--- config.mk ---
export PLATFORM = sky130hd
export DESIGN_NAME = pri_arbiter8
export DESIGN_NICKNAME = d
export VERILOG_FILES = /design/src/rtl/pri_arbiter8.sv
export SDC_FILE = /design/constraint.sdc
export NUM_CORES = 1
export LEC_CHECK = 0
export ABC_CLOCK_PERIOD_IN_PS = 3360
export BUFFER_PORTS_ARGS = -buffer_cell sky130_fd_sc_hd__buf_2
export CELL_PAD_IN_SITES_DETAIL_PLACEMENT = 0
export CELL_PAD_IN_SITES_GLOBAL_PLACEMENT = 1
export CORE_AREA = 2 2 71 73
export DETAILED_ROUTE_END_ITERATION = 12
export DIE_AREA = 0 0 73 75
export PLACE_DENSITY_LB_ADDON = 0.1
export SYNTH_ARGS = -nofsm -noshare
export SYNTH_HDL_FRONTEND = slang
export SYNTH_SLANG_ARGS = --single-unit
--- constraint.sdc ---
create_clock -name clk -period 3.36 [get_ports clk]
set_clock_uncertainty 0.05 [all_clocks]
set_input_delay 0.84 -clock clk [delete_from_list [all_inputs] [get_ports clk]]
set_output_delay 0.84 -clock clk [all_outputs]
set_load 0.02 [all_outputs]
--- src/rtl/pri_arbiter8.sv ---
// Eight-way arbiter with registered, held grants.
// Fixed or round-robin high-index-first selection, with an optional hold-time limit.
module pri_arbiter8 #(
  parameter int unsigned MODE     = 1,
  parameter int unsigned MAX_HOLD = 16
) (
  input  logic       clk,
  input  logic       rst_n,
  input  logic [7:0] req,
  input  logic       done,
  output logic [7:0] gnt,
  output logic [2:0] gnt_id,
  output logic       gnt_valid,
  output logic       preempt
);

  localparam int unsigned N  = 8;
  localparam int unsigned IW = 3;
  localparam int unsigned HW = 8;

  typedef enum logic {IDLE, GRANT} state_t;

  state_t        state, state_nx;
  logic [N-1:0]  gnt_nx;
  logic [IW-1:0] gnt_id_nx;
  logic          gnt_valid_nx;
  logic          preempt_nx;
  logic [IW-1:0] last_id, last_id_nx;
  logic [HW-1:0] hold_cnt, hold_cnt_nx;

  logic [IW-1:0] win;
  logic [IW-1:0] idx;
  logic          drop, expire;

  // Winner search; later loop iterations overwrite earlier ones, so the last hit wins.
  always_comb begin
    win = '0;
    idx = '0;
    if (MODE == 0) begin
      for (int i = 0; i < int'(N); i++) begin
        if (req[i]) win = IW'(i);
      end
    end else begin
      // Visit last_id (lowest priority) first and last_id-1 (highest) last.
      for (int i = int'(N); i >= 1; i--) begin
        idx = IW'(int'(last_id) - i);
        if (req[idx]) win = idx;
      end
    end
  end

  assign drop   = ~req[gnt_id];
  assign expire = (MAX_HOLD != 0) && (hold_cnt == HW'(MAX_HOLD));

  always_ff @(posedge clk or negedge rst_n) begin
    if (!rst_n) begin
      state     <= IDLE;
      gnt       <= '0;
      gnt_id    <= '0;
      gnt_valid <= 1'b0;
      preempt   <= 1'b0;
      last_id   <= '0;
      hold_cnt  <= '0;
    end else begin
      state     <= state_nx;
      gnt       <= gnt_nx;
      gnt_id    <= gnt_id_nx;
      gnt_valid <= gnt_valid_nx;
      preempt   <= preempt_nx;
      last_id   <= last_id_nx;
      hold_cnt  <= hold_cnt_nx;
    end
  end

  always_comb begin
    state_nx     = state;
    gnt_nx       = gnt;
    gnt_id_nx    = gnt_id;
    gnt_valid_nx = gnt_valid;
    preempt_nx   = 1'b0;
    last_id_nx   = last_id;
    hold_cnt_nx  = hold_cnt;
    case (state)
      IDLE: begin
        if (|req) begin
          state_nx     = GRANT;
          gnt_nx       = N'(1) << win;
          gnt_id_nx    = win;
          gnt_valid_nx = 1'b1;
          hold_cnt_nx  = HW'(1);
          last_id_nx   = win;
        end else begin
          gnt_nx       = '0;
          gnt_id_nx    = '0;
          gnt_valid_nx = 1'b0;
          hold_cnt_nx  = '0;
        end
      end
      GRANT: begin
        if (drop || done || expire) begin
          // Preempt only flags a release caused purely by the hold limit.
          state_nx     = IDLE;
          gnt_nx       = '0;
          gnt_id_nx    = '0;
          gnt_valid_nx = 1'b0;
          hold_cnt_nx  = '0;
          preempt_nx   = expire && !drop && !done;
        end else if (hold_cnt != {HW{1'b1}}) begin
          hold_cnt_nx = HW'(hold_cnt + HW'(1));
        end
      end
      default: state_nx = IDLE;
    endcase
  end

endmodule

==> summary.txt <==
Worst setup path
  – CP Data Required Time: 3.48 ns
  – FF-to-FF path depth: 9
  – Critical Path AT: 3.20 ns
  – Worst Setup End Kind: register
  – Critical path class: register to register
  – CP Launch Type: register
  – Worst-path fanout max: 7

Final layout
  – Layout net count: 253
  – Area delta synth->final: 8.00%
  – Fillers: 470
  – Ant. Diodes: 0
  – Final instance area: 0.00221 mm^2
  – Fraction of layout cells with a size suffix above 1: 0.203

Clock tree
  – H-tree depth: 1
  – CTS tree: yes
  – Setup bufs post-CTS: 0
  – Clock buffers created by TritonCTS: 3
  – Root Driver: clkbuf_8
  – Clock sink count: 25
  – Clock Path Buffers: 2
  – Reg clk slew, reported paths: 0.09 ns
  – Hold-fix buffers, CTS: 0
  – Insertion delay to the later sink of the worst-skew pair: 0.27 ns
  – CTS resizes: 0

Routing
  – DRT iter0 DRCs: 169
  – Routed len/inst: 16.5 um
  – DRT Pass-1 Iters: 4
  – Via density: 5.92
  – DR vias: 1724
  – Routed WL: 4.81 mm
  – DRC Markers: 0
  – Final ANT Viol Nets: 0

Timing
  – Worst-Margin Slew: 0.587 ns
  – Final setup violation count: 0
  – Relative slew slack: 0.606
  – Final Cycle Share: 0.915
  – RSZ-0062 raised after global routing: false
  – Peak Freq: 0.325 GHz
  – Final TNS setup: 0 ns
  – Final Max Slew Viols: 0
  – Final Hold Fails: 0
  – Crit path time final: 3.07 ns

Global routing
  – Grt ovf: 0
  – Met3 usage in global routing: 0.0174
  – M2 GR Usage: 0.326
  – GRT Max-Usage Layer: met2
  – Vias in the first global route: 1700
  – First-pass GRT wire length: 8.14 mm
  – Met1 GRT Util: 0.242
  – Initial antenna violation count: 0
  – Largest net degree at the start of global routing: 26
  – Overall routing resource usage: 0.188

Power and ir drop
  – Maximum VDD drop: 0.432 mV
  – Net load switching power: 0.00128 W
  – Net Sw Frac: 0.510
  – Clock power frac: 0.072
  – Flop pwr share: 0.185
  – PD cells: 1130 mW/mm^2
  – Comb power frac: 0.743
  – Pint: 0.00123 W
  – P_leak: 0.974 nW

Floorplan
  – DIE HEIGHT: 75 um
  – I/O pin count: 24
  – Die ar.: 0.00548 mm^2
  – Core Rows: 25
  – DIE WIDTH: 73 um
  – Core outline area: 0.00466 mm^2
  – Initial core utilization: 0.439

Run
  – Max cap viols: 0

Worst hold path
  – WHS Path Cells: 2
  – Hold Crit Class: register to register

Logic synthesis
  – Syn_nets: 231
  – Post-synth EDFFs: 0
  – Yosys reg bits: 25
  – Post-Syn Area: 0.00205 mm^2
  – Distinct cells, synth: 52
  – Main synth FF type: dfrtp_1
  – Syn_area_per_cell: 9.48 um^2
  – Sequential element share of the synthesized area: 0.305
  – Synth async-reset ratio: 1.00
  – Yosys warns: 0
  – Post-Synthesis Cells: 216

Placement
  – Placed Area: 0.00216 mm^2
  – Final HPWL DP: 3.61 mm
  – IO buf count: 23
  – Routability cong.: 0.990

Run status
  – Status: finished clean
-- worst max-delay path: stages, from the launching register on --
cell and delay [ns]:
dfrtp_1 0.35, inv_1 0.09, ha_1 0.46, mux4_2 0.62, mux2i_1 0.28, o21ai_0 0.12, nor4bb_1 0.15, a221oi_1 0.36
o21ai_2 0.20, o31ai_1 0.29
-- per-stage QoR --
| step | instances | setup slack, ns | hold slack [ns] | power (W) | utilization |
|---|---|---|---|---|---|
| finish | 291 | 0.286 | 0.437 | 0.00251 | 0.475 |
| global route | 291 | 0.0816 | 0.473 | 0.00273 | 0.475 |
| CTS | 291 | 0.261 | 0.438 | 0.00252 | 0.475 |
| detailed placement | 287 | 0.179 | 0.416 | 0.00233 | 0.464 |
| global placement | 287 | 0.190 | 0.409 | 0.00227 | 0.464 |
| floorplan | 216 | 0.530 | 0.461 | 0.00196 | - |
-- power groups by stage --
stage	combinational [W]	sequential [W]	clock (W)
after global routing	0.00205	0.000479	0.000201
after floorplan	0.00149	0.000475	0
after global placement	0.00181	0.000467	0
after detailed placement	0.00186	0.000472	0
final	0.00186	0.000464	0.000180
after CTS	0.00187	0.000465	0.000185
-- Yosys cell counts (3+ instances only) --
library cell	n	share of area
nor3_1	10	0.024
mux4_2	7	0.077
inv_1	8	0.015
buf_6	4	0.022
dfrtp_1	25	0.31
a21o_1	4	0.015
nor2_1	18	0.033
ha_1	4	0.024
clkbuf_8	3	0.020
nand2b_1	5	0.015
a21oi_1	6	0.015
o21ai_0	6	0.015
nand3_1	4	0.0098
o31ai_1	9	0.033
mux2i_1	12	0.059
nand2_1	30	0.055
o22ai_1	5	0.015
mux2_2	3	0.016
xor2_1	7	0.030
nand4_1	3	0.0092
mux4_1	3	0.038
-- layout make-up --
class	instances	area, um^2	share of cell area
Multi-Input combinational cell	171	1280	0.579
Inverter	8	30.0	0.0136
Clock buffer	3	41.3	0.0187
Timing Repair Buffer	29	160	0.0724
Sequential cell	25	626	0.283
Clock inverter	1	7.51	0.00339
Tap cell	54	67.6	0.0305
-- path summary, 6_finish.rpt --
path | startpoint | to | slack [ns]
worst max-delay path | last_id[1] | gnt[2] | 0.29
worst min-delay path | gnt[6] | gnt[6] | 0.44
worst max register to register | last_id[1] | gnt[2] | 0.29
worst min register to register | gnt[6] | gnt[6] | 0.44
max in group asynchronous | rst_n | gnt_id[2] | 2.38
min in group asynchronous | rst_n | hold_cnt[1] | 0.50
-- sequential cells by signal, indices dropped and copies added, names as in the netlist --
name       flops
gnt_id         3
state          1
hold_cnt       8
gnt            8
last_id        3
gnt_valid      1
preempt        1
-- placed cells by master (no fill, tap or decap), types with 4 or more instances in the layout --
cell type,netlist,layout
nand2_1,30,30
dfrtp_1,25,25
buf_2,2,23
nor2_1,18,18
mux2i_1,12,12
nor3_1,10,10
o31ai_1,9,9
inv_1,8,8
mux4_2,7,7
xor2_1,7,7
o21ai_0,6,6
a21oi_1,6,6
buf_4,0,6
nand2b_1,5,5
o22ai_1,5,5
a21o_1,4,4
nand3_1,4,4
ha_1,4,4
-- kinds of logic after synthesis --
kind of cell	count (synthesis)	share of synthesized area
AND/OR/NAND/NOR	89	0.215
AO/OA/AOI/OAI	44	0.156
multiplexers	25	0.191
flip-flops	25	0.305
buffers and inverters	20	0.0696
XOR/XNOR	9	0.0385
adder cells (fa/ha/maj)	4	0.0244
-- metal layers --
layer,wire [um],share of wire
met1,2190,0.45
met2,2470,0.51
met3,65,0.014
met4,81,0.017
met5,0,0
No activity file was read; power rests on OpenSTA's default activity.
